[config.mk]
export PLATFORM = sky130hd
export DESIGN_NAME = morra_match_ctrl
export DESIGN_NICKNAME = d
export VERILOG_FILES = /design/src/rtl/morra_match_ctrl.sv
export SDC_FILE = /design/constraint.sdc
export NUM_CORES = 1
export LEC_CHECK = 0
export BUFFER_PORTS_ARGS = -buffer_cell sky130_fd_sc_hd__buf_2
export CORE_MARGIN = 5
export CORE_UTILIZATION = 49
export DETAILED_ROUTE_END_ITERATION = 16
export PLACE_DENSITY_LB_ADDON = 0.3
export SLEW_MARGIN = 10
export SYNTH_ARGS = -nofsm -noshare
export SYNTH_HDL_FRONTEND = slang
export SYNTH_SLANG_ARGS = --single-unit
[constraint.sdc]
create_clock -name clk -period 1.63 [get_ports clk]
set_input_delay 0.163 -clock clk [delete_from_list [all_inputs] [get_ports clk]]
set_output_delay 0.163 -clock clk [all_outputs]
set_load 0.05 [all_outputs]
[src/rtl/morra_match_ctrl.sv]
// Match controller for the morra game engine: collects two player moves per round,
// issues them to the engine, tallies round outcomes and decides match end or abort.
module morra_match_ctrl #(
    parameter int unsigned MAX_REJECT = 8
) (
    input  logic       clk,
    input  logic       reset,
    input  logic       start,
    input  logic [3:0] cfg_extra,
    input  logic       ack,
    input  logic       p1_valid,
    input  logic [1:0] p1_move,
    output logic       p1_ready,
    input  logic       p2_valid,
    input  logic [1:0] p2_move,
    output logic       p2_ready,
    output logic       eng_reset,
    output logic [1:0] eng_primo,
    output logic [1:0] eng_secondo,
    input  logic [1:0] eng_manche,
    input  logic [1:0] eng_partita,
    output logic       busy,
    output logic [4:0] round_cnt,
    output logic [3:0] p1_wins,
    output logic [3:0] p2_wins,
    output logic [3:0] draws,
    output logic       match_done,
    output logic [1:0] match_result,
    output logic       abort
);

    localparam logic [2:0] IDLE    = 3'd0;
    localparam logic [2:0] CFG     = 3'd1;
    localparam logic [2:0] COLLECT = 3'd2;
    localparam logic [2:0] ISSUE   = 3'd3;
    localparam logic [2:0] RESULT  = 3'd4;
    localparam logic [2:0] CHECK   = 3'd5;
    localparam logic [2:0] DONE    = 3'd6;

    localparam logic [3:0] REJ_LIMIT = 4'(MAX_REJECT);

    logic [2:0] state, state_n;
    logic       p1_have, p1_have_n, p2_have, p2_have_n;
    logic [1:0] p1_lat, p1_lat_n, p2_lat, p2_lat_n;
    logic [3:0] rej_cnt, rej_cnt_n;
    logic [4:0] round_cnt_n;
    logic [3:0] p1_wins_n, p2_wins_n, draws_n;
    logic [1:0] match_result_n;
    logic       abort_n;
    logic       p1_ready_n, p2_ready_n, eng_reset_n, busy_n, match_done_n;
    logic [1:0] eng_primo_n, eng_secondo_n;
    logic       p1_xfer, p2_xfer;

    function automatic logic [3:0] sat4(input logic [3:0] v);
        return (v == 4'hF) ? v : v + 4'd1;
    endfunction

    function automatic logic [4:0] sat5(input logic [4:0] v);
        return (v == 5'h1F) ? v : v + 5'd1;
    endfunction

    assign p1_xfer = p1_valid & p1_ready;
    assign p2_xfer = p2_valid & p2_ready;

    always_comb begin
        state_n        = state;
        p1_have_n      = p1_have;
        p2_have_n      = p2_have;
        p1_lat_n       = p1_lat;
        p2_lat_n       = p2_lat;
        rej_cnt_n      = rej_cnt;
        round_cnt_n    = round_cnt;
        p1_wins_n      = p1_wins;
        p2_wins_n      = p2_wins;
        draws_n        = draws;
        match_result_n = match_result;
        abort_n        = abort;

        case (state)
            IDLE: begin
                if (start) begin
                    state_n        = CFG;
                    p1_have_n      = 1'b0;
                    p2_have_n      = 1'b0;
                    p1_lat_n       = '0;
                    p2_lat_n       = '0;
                    rej_cnt_n      = '0;
                    round_cnt_n    = '0;
                    p1_wins_n      = '0;
                    p2_wins_n      = '0;
                    draws_n        = '0;
                    match_result_n = '0;
                    abort_n        = 1'b0;
                end
            end
            CFG: begin
                state_n   = COLLECT;
                p1_have_n = 1'b0;
                p2_have_n = 1'b0;
            end
            COLLECT: begin
                if (p1_xfer) begin
                    p1_have_n = 1'b1;
                    p1_lat_n  = p1_move;
                end
                if (p2_xfer) begin
                    p2_have_n = 1'b1;
                    p2_lat_n  = p2_move;
                end
                if (p1_have_n && p2_have_n)
                    state_n = ISSUE;
            end
            ISSUE: state_n = RESULT;
            RESULT: begin
                state_n = CHECK;
                case (eng_manche)
                    2'b01: p1_wins_n = sat4(p1_wins);
                    2'b10: p2_wins_n = sat4(p2_wins);
                    2'b11: draws_n   = sat4(draws);
                    default: ;
                endcase
                if (eng_manche == 2'b00) begin
                    rej_cnt_n = sat4(rej_cnt);
                end else begin
                    rej_cnt_n   = '0;
                    round_cnt_n = sat5(round_cnt);
                end
            end
            CHECK: begin
                if (eng_partita != 2'b00) begin
                    match_result_n = eng_partita;
                    state_n        = DONE;
                end else if (rej_cnt == REJ_LIMIT) begin
                    abort_n        = 1'b1;
                    match_result_n = '0;
                    state_n        = DONE;
                end else begin
                    state_n   = COLLECT;
                    p1_have_n = 1'b0;
                    p2_have_n = 1'b0;
                end
            end
            DONE: begin
                if (ack) begin
                    state_n = IDLE;
                    abort_n = 1'b0;
                end
            end
            default: state_n = IDLE;
        endcase

        // Outputs are derived from the next state so they register in step with it.
        busy_n        = (state_n != IDLE);
        eng_reset_n   = (state_n == CFG);
        eng_primo_n   = (state_n == CFG) ? cfg_extra[3:2] : (state_n == ISSUE) ? p1_lat_n : 2'b00;
        eng_secondo_n = (state_n == CFG) ? cfg_extra[1:0] : (state_n == ISSUE) ? p2_lat_n : 2'b00;
        p1_ready_n    = (state_n == COLLECT) && !p1_have_n;
        p2_ready_n    = (state_n == COLLECT) && !p2_have_n;
        match_done_n  = (state_n == DONE);
    end

    always_ff @(posedge clk or posedge reset) begin
        if (reset) begin
            state        <= IDLE;
            p1_have      <= 1'b0;
            p2_have      <= 1'b0;
            p1_lat       <= '0;
            p2_lat       <= '0;
            rej_cnt      <= '0;
            round_cnt    <= '0;
            p1_wins      <= '0;
            p2_wins      <= '0;
            draws        <= '0;
            match_result <= '0;
            abort        <= 1'b0;
            busy         <= 1'b0;
            eng_reset    <= 1'b1;
            eng_primo    <= '0;
            eng_secondo  <= '0;
            p1_ready     <= 1'b0;
            p2_ready     <= 1'b0;
            match_done   <= 1'b0;
        end else begin
            state        <= state_n;
            p1_have      <= p1_have_n;
            p2_have      <= p2_have_n;
            p1_lat       <= p1_lat_n;
            p2_lat       <= p2_lat_n;
            rej_cnt      <= rej_cnt_n;
            round_cnt    <= round_cnt_n;
            p1_wins      <= p1_wins_n;
            p2_wins      <= p2_wins_n;
            draws        <= draws_n;
            match_result <= match_result_n;
            abort        <= abort_n;
            busy         <= busy_n;
            eng_reset    <= eng_reset_n;
            eng_primo    <= eng_primo_n;
            eng_secondo  <= eng_secondo_n;
            p1_ready     <= p1_ready_n;
            p2_ready     <= p2_ready_n;
            match_done   <= match_done_n;
        end
    end

endmodule

==> results.sh, run 1 <==
export IMPL_outcome="finished with violations"
export IMPL_violations="hold timing"
export IMPL_grt_pass1_vias=1914
export IMPL_portBuffers=46
export IMPL_power_density_mw_per_mm2=1571
export IMPL_critPathKind="register to register"
export IMPL_max_stage_delay_ps=460
export IMPL_clkSinkCount=42
export IMPL_synth_main_ff_cell="dfrtp_1"
export IMPL_dr_first_iter_drc_count=116
export IMPL_netlist_cell_type_count=53
export IMPL_end_kind="register"
export IMPL_cts_tree="done"
export IMPL_place_gp_congestion=0.7898
export IMPL_clk_path_buf_depth=2
export IMPL_cts_buffers=5
export IMPL_grt_pass1_wl_mm=9.025
export IMPL_synthArstFlopShare=1.000
export IMPL_most_common_layout_cells="46 x buf_2, 35 x buf_4, 26 x dfrtp_1"
export IMPL_cts_clk_slew_worst_paths_ps=80
export IMPL_critPathMaxFanout=4
export IMPL_finalClockSkew_ps=7.157
export IMPL_crit_required_ps=1820
export IMPL_syn_nets=248
export IMPL_fp_dieW_um=77.70
export IMPL_leakage_uw=0.001429
export IMPL_reg2reg_depth=4
export IMPL_grt_ovfl_total=0
export IMPL_fin_util=0.6800
export IMPL_fill_cells=345
export IMPL_fin_nets=329
export IMPL_die_area_mm2=0.006037
export IMPL_cts_hold_buf=0
export IMPL_min_period_over_period=0.9874
export IMPL_path_cells="nand2b_4 -> nor3_4 -> mux2_4 -> a31o_2"
export IMPL_grtUsageTotal=0.1840
export IMPL_grt_max_degree=43
export IMPL_fp_coreArea_mm2=0.004414
export IMPL_antenna_found_initial=0
export IMPL_dp_cells=342
export IMPL_fin_crit_ps=1609
export IMPL_wl_per_cell_um=15.55
export IMPL_dr_pass1_iters=4
export IMPL_die_y_um=77.70
export IMPL_p_total_uw=4717
export IMPL_routed_wl_mm=5.550
export IMPL_worstReg2RegStart="state[0]"
export IMPL_drc=0
export IMPL_yosys_warnings=0
export IMPL_syn_to_final_growth_pct=33.65
export IMPL_ys_ff_latch=42
export IMPL_ys_seq_area_frac=0.4685
export IMPL_timing_hold_ws_ps=-9.768
export IMPL_drive_gt1_frac=0.4754
export IMPL_slew_violations=0
export IMPL_n_antenna_cell=0
export IMPL_syn_area_mm2=0.002246
export IMPL_instances_no_fill=357
export IMPL_synth_edff_count=0
export IMPL_rrSetupSlack_ps=20
export IMPL_htree_levels=2
export IMPL_cp_num_cells=4
export IMPL_cp_data_arrival_time_ps=1800
export IMPL_clock_fmax_mhz=621.3
export IMPL_antenna_left=0
export IMPL_vdd_drop_max_uv=805.5
export IMPL_initial_utilization=0.5088
export IMPL_vias_per_cell=5.569
export IMPL_dp_hpwl_mm=3.980
export IMPL_grt_setup_unrepaired="yes"
export IMPL_hold_violations=35
export IMPL_via_count=1988
export IMPL_hp_class="input port to asynchronous set/reset pin"
export IMPL_io_pins=47
export IMPL_insertion_delay_ps=300
export IMPL_syn_inst=223
export IMPL_setup_tns_ps=0
export IMPL_endpoint="eng_secondo[1]"
export IMPL_maxCapViolations=0
export IMPL_cts_root_buf="clkbuf_8"
export IMPL_timing_rr_end="eng_secondo[1]"
export IMPL_final_common_cell="buf_2"
export IMPL_rows=24
export IMPL_slowest_stage="dfrtp_2"
export IMPL_syn_avg_cell_area_um2=10.07
export IMPL_start_kind="register"
export IMPL_path_buf_inv=0
export IMPL_tightest_slew_ps=528.8
export IMPL_startpoint="state[0]"
export IMPL_setup_violations=0
export IMPL_slew_headroom=0.6475
export IMPL_cp_top_family="flip-flops"
==> layout make-up <==
cell class              count  area [µm²]  area share
flip-flops and latches     42        1071      0.3568
well taps                  52       65.06     0.02168
repair buffers             81       493.0      0.1642
multi-input cells         166        1250      0.4164
clock buffers               7       86.33     0.02876
clock inverters             1       5.005    0.001667
inverters                   8       31.28     0.01042
==> synthesized netlist by cell type, drive strengths merged (2+ instances only) <==
cell | number | area share
dfrtp | 41 | 0.46
nand2 | 23 | 0.041
o21ai | 17 | 0.038
nor2 | 16 | 0.037
nand3 | 13 | 0.029
a21oi | 12 | 0.027
ha | 7 | 0.039
inv | 7 | 0.012
nor2b | 7 | 0.019
and2 | 6 | 0.017
and3 | 5 | 0.014
buf | 5 | 0.017
mux2 | 5 | 0.025
a22o | 4 | 0.016
a31o | 4 | 0.016
or2 | 4 | 0.011
nand4 | 3 | 0.0084
o211ai | 3 | 0.010
o31ai | 3 | 0.010
or4 | 3 | 0.010
a211oi | 2 | 0.0067
a31oi | 2 | 0.0056
a32o | 2 | 0.0089
clkbuf | 2 | 0.012
mux2i | 2 | 0.0089
nand2b | 2 | 0.0089
nand3b | 2 | 0.0067
nor3 | 2 | 0.0089
o2111ai | 2 | 0.0078
o21a | 2 | 0.0067
or3 | 2 | 0.0056
xor2 | 2 | 0.0078
==> flip-flops by register name, summed over array words and instances, names as in the netlist <==
register and count:
p1_wins 4, p2_ready 1, abort 1, match_result 2
p2_lat 2, rej_cnt 4, match_done 1, p1_ready 1
p2_wins 4, eng_primo 2, p2_have 1, state 3
eng_secondo 2, draws 4, eng_reset 1, p1_lat 2
busy 1, round_cnt 5, p1_have 1
==> power breakdown <==
group	internal (µW)	leakage (µW)	switching, µW	total (µW)
logic	963	0.000838	1530	2490
registers	1320	0.000542	203	1530
clock network	342	0.0000482	356	698
total	2630	0.00143	2090	4720
==> what timing repair did <==
action / 4_1_cts / 5_1_grt
pin swaps: 3 / 11
resized for setup: 4 / 18
endpoints found under the setup margin: 11 / 18
setup buffers: 1 / 6
==> logic make-up after synthesis <==
kind of cell	after synthesis	synth area share
adders and majority gates	7	0.03900
buffers and inverters	15	0.04345
xor gates and xnor gates	3	0.01170
AOI/OAI and AO/OA	56	0.1643
DFF	42	0.4685
muxes	7	0.03398
and+or+nand+nor	93	0.2390
==> worst reg2reg max path, stage by stage (launching register included) <==
cell and delay (ps):
dfrtp_2 460, nand2b_4 190, nor3_4 270, mux2_4 330, a31o_2 240
==> per-stage QoR <==
step	hold WS, ps	cell area [µm²]	setup slack, ps
final	-9.768	3002	20.53
after global routing	40.49	3002	-62.68
after detailed placement	324.2	2763	-31.78
after global placement	325.1	2763	-1.832
after floorplan	296.1	2323	-163.3
after CTS	2.550	2884	-15.62
==> per-layer routing <==
layer  up-vias  track usage  wire length (µm)
met5         -            0                 0
met2        60       0.2947              2674
met4         0      0.05498                72
li1        970            -                 -
met1       951       0.2489              2437
met3         7      0.04167               366
==> worst min path at each step <==
stage / from / end / slack, ps
finish: reset / p2_wins[2] / -10
global placement: reset / eng_secondo[1] / 330
detailed placement: reset / p2_lat[1] / 320
floorplan: eng_partita[0] / match_result[0] / 300
global route: reset / p2_wins[2] / 40
CTS: reset / p2_wins[3] / 3
No activity file was read; power rests on OpenSTA's default activity.
==> run 2: changes to the inputs <==
Settings changed: CORE_UTILIZATION 49 to 54.
Clock period 1.63 ns to 1.84 ns, I/O delays scaled along.
==> run 2 against run 1 <==
  * First-iteration DRC count is 36% higher
  * Die area is 8.1% lower
  * Register-to-register slack better by 50 ps
  * Combinational power is 30% lower
  * Design area is 12% lower
  * Critical path depth is 1 higher
  * Flip-flop and latch count stayed put
  * Core utilization is 2.8 points lower
  * The flow now finishes without violations
  * Sequential share of layout area is 4.6 points higher
  * Hold slack better by 15 ps
==> results.sh, run 2 (synthesis gave the netlist of run 1 again) <==
export IMPL_insertion_delay_ps=300
export IMPL_start_kind="register"
export IMPL_syn_to_final_growth_pct=16.99
export IMPL_largest_register="round_cnt"
export IMPL_vias_per_cell=5.769
export IMPL_end_kind="register"
export IMPL_critPathMaxFanout=5
export IMPL_drive_gt1_frac=0.3262
export IMPL_die_y_um=74.49
export IMPL_path_buf_inv=0
export IMPL_wl_met3_um=293
export IMPL_p_switching_uw=1681
export IMPL_path_cells="ha_1 -> and3_2 -> or2_4 -> or4_1 -> a21oi_1"
export IMPL_critPathKind="register to register"
export IMPL_route_met2_wl_mm=2.460
export IMPL_slew_violations=0
export IMPL_power_frac_clock=0.158
export IMPL_clk_path_buf_depth=2
export IMPL_rows=23
export IMPL_maxCapViolations=0
export IMPL_initial_utilization=0.5575
export IMPL_htree_levels=2
export IMPL_timing_hold_ws_ps=5.089
export IMPL_pwr_share_comb=0.475
export IMPL_top_layer_used="met4"
export IMPL_swShare=0.4580
export IMPL_most_common_layout_cells="46 x buf_2, 37 x dfrtp_1, 21 x nand2_1"
export IMPL_min_period_over_period=0.9633
export IMPL_share_seq_of_total_power=0.367
export IMPL_dp_hpwl_mm=3.617
export IMPL_hp_class="input port to asynchronous set/reset pin"
export IMPL_clock_fmax_mhz=564.2
export IMPL_cp_top_family="simple AND/OR/NAND/NOR gates"
export IMPL_power_internal_uw=1989
export IMPL_fin_crit_ps=1773
export IMPL_cts_root_buf="clkbuf_8"
export IMPL_n_antenna_cell=0
export IMPL_dp_cells=321
export IMPL_final_cell_area_mm2=0.002628
export IMPL_grt_ovfl_total=0
export IMPL_antenna_left=0
export IMPL_wl_met1_mm=2.085
export IMPL_finalClockSkew_ps=6.671
export IMPL_hold_violations=0
export IMPL_grt_pass1_vias=1850
export IMPL_setup_violations=0
export IMPL_cts_clk_slew_worst_paths_ps=80
export IMPL_io_pins=47
export IMPL_fp_coreArea_mm2=0.004029
export IMPL_leakage_uw=0.001295
export IMPL_power_density_mw_per_mm2=1397
export IMPL_tightest_slew_ps=530.7
export IMPL_slowest_stage="or4_1"
export IMPL_outcome="completed"
export IMPL_cts_tree="done"
export IMPL_dr_first_iter_drc_count=158
export IMPL_max_stage_delay_ps=460
export IMPL_crit_required_ps=2070
export IMPL_antenna_found_initial=0
export IMPL_via_count=1898
export IMPL_grt_pass1_wl_mm=8.245
export IMPL_clkSinkCount=42
export IMPL_routed_wl_mm=4.882
export IMPL_placed_area_mm2=0.002545
export IMPL_wl_per_cell_um=14.84
export IMPL_drc=0
export IMPL_vdd_drop_max_uv=660.5
export IMPL_grt_setup_unrepaired="no"
export IMPL_grt_max_degree=43
export IMPL_slew_headroom=0.6462
export IMPL_fin_util=0.6522
export IMPL_instances_no_fill=329
export IMPL_portBuffers=46
export IMPL_die_area_mm2=0.005549
export IMPL_place_gp_congestion=0.8080
export IMPL_grtUsageTotal=0.1949
export IMPL_cp_data_arrival_time_ps=2000
export IMPL_fp_dieW_um=74.49
export IMPL_fin_nets=303
export IMPL_largest_reg_flops=5
export IMPL_cts_buffers=5
export IMPL_cts_hold_buf=0
export IMPL_dr_pass1_iters=4
export IMPL_final_common_cell="buf_2"
==> run 2: cell types whose count changed in the layout (fill, tap and decap cells not counted), sizes merged <==
cell and delta:
buf -26, clkinv -1, clkbuf +1
==> run 2: cell type report <==
| class | count | area, µm² |
|---|---|---|
| multi-input cells | 166 | 1099 |
| fillers | 369 | 1401 |
| flip-flops and latches | 42 | 1057 |
| clock buffers | 8 | 80.08 |
| well taps | 50 | 62.56 |
| repair buffers | 55 | 297.8 |
| inverters | 8 | 31.28 |
==> run 2: path summary, 6_finish.rpt <==
kind                                  from            to  slack, ps  depth (start not counted)
min in group clk                p2_move[1]     p2_lat[1]        140                          2
worst max-delay path              draws[1]      draws[3]         70                          5
worst min-delay path                 reset    p1_wins[2]          5                          3
worst min register to register     p1_have       p1_have        530                          1
worst max register to register    draws[1]      draws[3]         70                          5
max in group asynchronous            reset  round_cnt[0]       1440                          3
==> run 2: power groups by stage <==
stage          logic [µW]  registers [µW]  clock network (µW)
2_1_floorplan         929            1790                   0
3_3_place_gp         1720            1350                   0
3_5_place_dp         1750            1360                   0
4_1_cts              1760            1350                 591
5_1_grt              1900            1390                 629
6_report             1750            1350                 580
==> run 2: per-stage QoR <==
stage | power [µW] | setup slack (ps) | setup TNS, ps
3_3_place_gp | 3078 | 117.4 | 0
4_1_cts | 3692 | 66.96 | 0
3_5_place_dp | 3115 | 83.11 | 0
5_1_grt | 3912 | 3.522 | 0
6_report | 3671 | 67.45 | 0
2_1_floorplan | 2716 | -12.71 | -12.71
==> run 2: repair_timing <==
item / CTS / global route
endpoints found under the setup margin: 0 / 1
buffers inserted: 0 / 0
gates resized for setup: 0 / 1
==> run 2: worst register-to-register path: stages, from the launching register on <==
cell	delay [ps]
dfrtp_2	440
ha_1	200
and3_2	230
or2_4	240
or4_1	460
a21oi_1	140
==> run 2: routing by layer <==
metal | up-vias | global-route usage
met2 | 55 | 0.3210
met5 | - | 0
met3 | 5 | 0.05405
li1 | 921 | -
met1 | 917 | 0.2524
met4 | 0 | 0.05534
==> run 3: changes to the inputs <==
Settings changed: ABC_AREA set to 1.
==> run 3 against run 2 <==
  * First-iteration DRC count fell by 42%
  * Largest power group unchanged
  * Critical endpoint is now p2_wins[0]
  * Combinational power fell by 15%
  * Fmax rose by 13%
  * Register-to-register slack improved by 200 ps
  * Core utilization fell by 0.16 points
  * Synthesized cell count rose by 26%
  * Largest cell class is now sequential cells
  * Total power fell by 4.6%
  * Via count rose by 0.32%
  * Die area fell by 0.58%
  * Wire length fell by 7.9%
==> results.sh, run 3 <==
export IMPL_dr_pass1_iters=4
export IMPL_synth_edff_count=0
export IMPL_grtUsageTotal=0.1763
export IMPL_fp_dieW_um=74.28
export IMPL_leakage_uw=0.001472
export IMPL_setup_tns_ps=0
export IMPL_grt_ovfl_total=0
export IMPL_placed_area_mm2=0.002494
export IMPL_cts_root_buf="clkbuf_8"
export IMPL_via_count=1904
export IMPL_dr_first_iter_drc_count=92
export IMPL_wl_per_cell_um=11.77
export IMPL_largest_reg_flops=5
export IMPL_die_y_um=74.28
export IMPL_critPathKind="register to register"
export IMPL_rows=23
export IMPL_dp_hpwl_mm=3.216
export IMPL_path_cells="nor2_4 -> nand2_4 -> inv_2 -> nand2_1 -> nand2_1 -> inv_1 -> nand2_1 -> nand2_1"
export IMPL_synthArstFlopShare=1.000
export IMPL_grt_pass1_wl_mm=7.534
export IMPL_finalClockSkew_ps=4.322
export IMPL_io_pins=47
export IMPL_power_density_mw_per_mm2=1345
export IMPL_max_stage_delay_ps=450
export IMPL_antenna_left=0
export IMPL_start_kind="register"
export IMPL_hold_violations=0
export IMPL_grt_max_degree=43
export IMPL_final_common_cell="nand2_1"
export IMPL_ys_ff_latch=42
export IMPL_dp_cells=374
export IMPL_clk_path_buf_depth=2
export IMPL_yosys_warnings=0
export IMPL_syn_avg_cell_area_um2=7.967
export IMPL_cp_data_arrival_time_ps=1760
export IMPL_setup_violations=0
export IMPL_synth_most_common_cell="nand2_1"
export IMPL_fin_crit_ps=1573
export IMPL_cts_buffers=5
export IMPL_n_antenna_cell=0
export IMPL_vias_per_cell=4.984
export IMPL_htree_levels=2
export IMPL_syn_to_final_growth_pct=16.66
export IMPL_portBuffers=46
export IMPL_cts_resized=0
export IMPL_end_kind="register"
export IMPL_place_gp_congestion=0.9146
export IMPL_fill_cells=349
export IMPL_largest_register="round_cnt"
export IMPL_cts_hold_buf=0
export IMPL_tightest_slew_ps=535.8
export IMPL_outcome="completed"
export IMPL_crit_required_ps=2030
export IMPL_p_total_uw=3501
export IMPL_slowest_stage="dfrtp_1"
export IMPL_netlist_cell_type_count=25
export IMPL_synth_top_area_frac=0.4599
export IMPL_synth_commonest_cells="107 x nand2_1, 41 x dfrtp_1, 25 x inv_1, 24 x nand3_1, 17 x nor2_1"
export IMPL_postCtsSetupBuffers=0
export IMPL_min_period_over_period=0.8547
export IMPL_ys_seq_area_frac=0.4717
export IMPL_synth_top_cell_by_area="dfrtp_1"
export IMPL_drc=0
export IMPL_drive_gt1_frac=0.2349
export IMPL_syn_nets=305
export IMPL_initial_utilization=0.5577
export IMPL_cts_tree="done"
export IMPL_clkSinkCount=42
export IMPL_fp_coreArea_mm2=0.004000
export IMPL_timing_hold_ws_ps=15.96
export IMPL_synthTopCellsByArea="dfrtp_1 46%, nand2_1 18%, nand3_1 5.4%"
export IMPL_fin_nets=356
export IMPL_instances_no_fill=382
export IMPL_critPathMaxFanout=14
export IMPL_maxCapViolations=0
export IMPL_slew_headroom=0.6428
export IMPL_cp_common_cell="nand2_1"
export IMPL_cts_clk_slew_worst_paths_ps=80
export IMPL_syn_inst=280
export IMPL_syn_area_mm2=0.002231
export IMPL_grt_pass1_vias=1660
export IMPL_insertion_delay_ps=290
export IMPL_slew_violations=0
export IMPL_hp_class="input port to asynchronous set/reset pin"
export IMPL_die_area_mm2=0.005517
export IMPL_clock_fmax_mhz=635.9
export IMPL_final_cell_area_mm2=0.002603
export IMPL_grt_setup_unrepaired="no"
export IMPL_most_common_layout_cells="107 x nand2_1, 46 x buf_2, 41 x dfrtp_1"
export IMPL_vdd_drop_max_uv=755.6
export IMPL_routed_wl_mm=4.497
export IMPL_synth_main_ff_cell="dfrtp_1"
export IMPL_antenna_found_initial=0
==> run 3: cell types whose count changed after synthesis, sizes merged, moves of 5 or more <==
cell,before,now
a21oi,12,0
and2,6,1
and3,5,0
inv,7,29
mux2,5,0
nand2,23,115
nand3,13,25
nor2,16,22
nor2b,7,0
==> run 3: worst paths after layout <==
path                               from              to  slack [ps]  depth (start not counted)
max reg2reg                    state[1]      p2_wins[0]         270                          8
max in group asynchronous         reset       eng_reset        1460                          3
min reg2reg                       abort           abort         490                          2
max                            state[1]      p2_wins[0]         270                          8
min in group clk           cfg_extra[0]  eng_secondo[0]          80                          3
min                               reset        draws[1]          20                          3
==> run 3: cells by family (layout without fill, tap and decap cells) <==
family / Yosys count / count (layout) / synth area share
fa+ha+maj: 7 / 7 / 0.03926
xor+xnor: 5 / 5 / 0.01963
flops: 42 / 42 / 0.4717
compound gates: 21 / 21 / 0.05160
buf+inv: 32 / 84 / 0.06562
simple gates: 173 / 173 / 0.3522
==> run 3: stage by stage <==
step,util,setup slack [ps]
floorplan,-,181.2
global placement,0.6234,348.3
detailed placement,0.6234,312.3
CTS,0.6506,277.5
global route,0.6506,90.50
finish,0.6506,267.4
==> run 3: final cells by class <==
type                    instances  area [µm²]  area share
repair buffers                 47       237.7     0.09135
flip-flops and latches         42        1052      0.4043
multi-input cells             206        1032      0.3966
clock inverters                 3       40.04     0.01538
inverters                      29       108.9     0.04183
clock buffers                   5       68.82     0.02644
well taps                      50       62.56     0.02404
==> run 3: routing by layer <==
metal / GRT usage / up-vias / part of all wire
met5: 0 / - / 0
met4: 0.05138 / 0 / 0.0085
met3: 0.04459 / 4 / 0.060
met2: 0.2726 / 51 / 0.45
met1: 0.2470 / 861 / 0.48
li1: - / 988 / -
==> run 3: critical path: cells and delay by family, from the launching register on <==
kind	cells	cell delay [ps]
buffers and inverters	2	310
DFF	1	450
and+or+nand+nor	6	710
==> run 3: report_power, final <==
part | internal (µW) | total (µW) | leakage, µW | switching (µW)
clock network | 400 | 724 | 0.0000579 | 325
registers | 1120 | 1290 | 0.000569 | 170
logic | 379 | 1490 | 0.000845 | 1110
total | 1900 | 3500 | 0.00147 | 1600
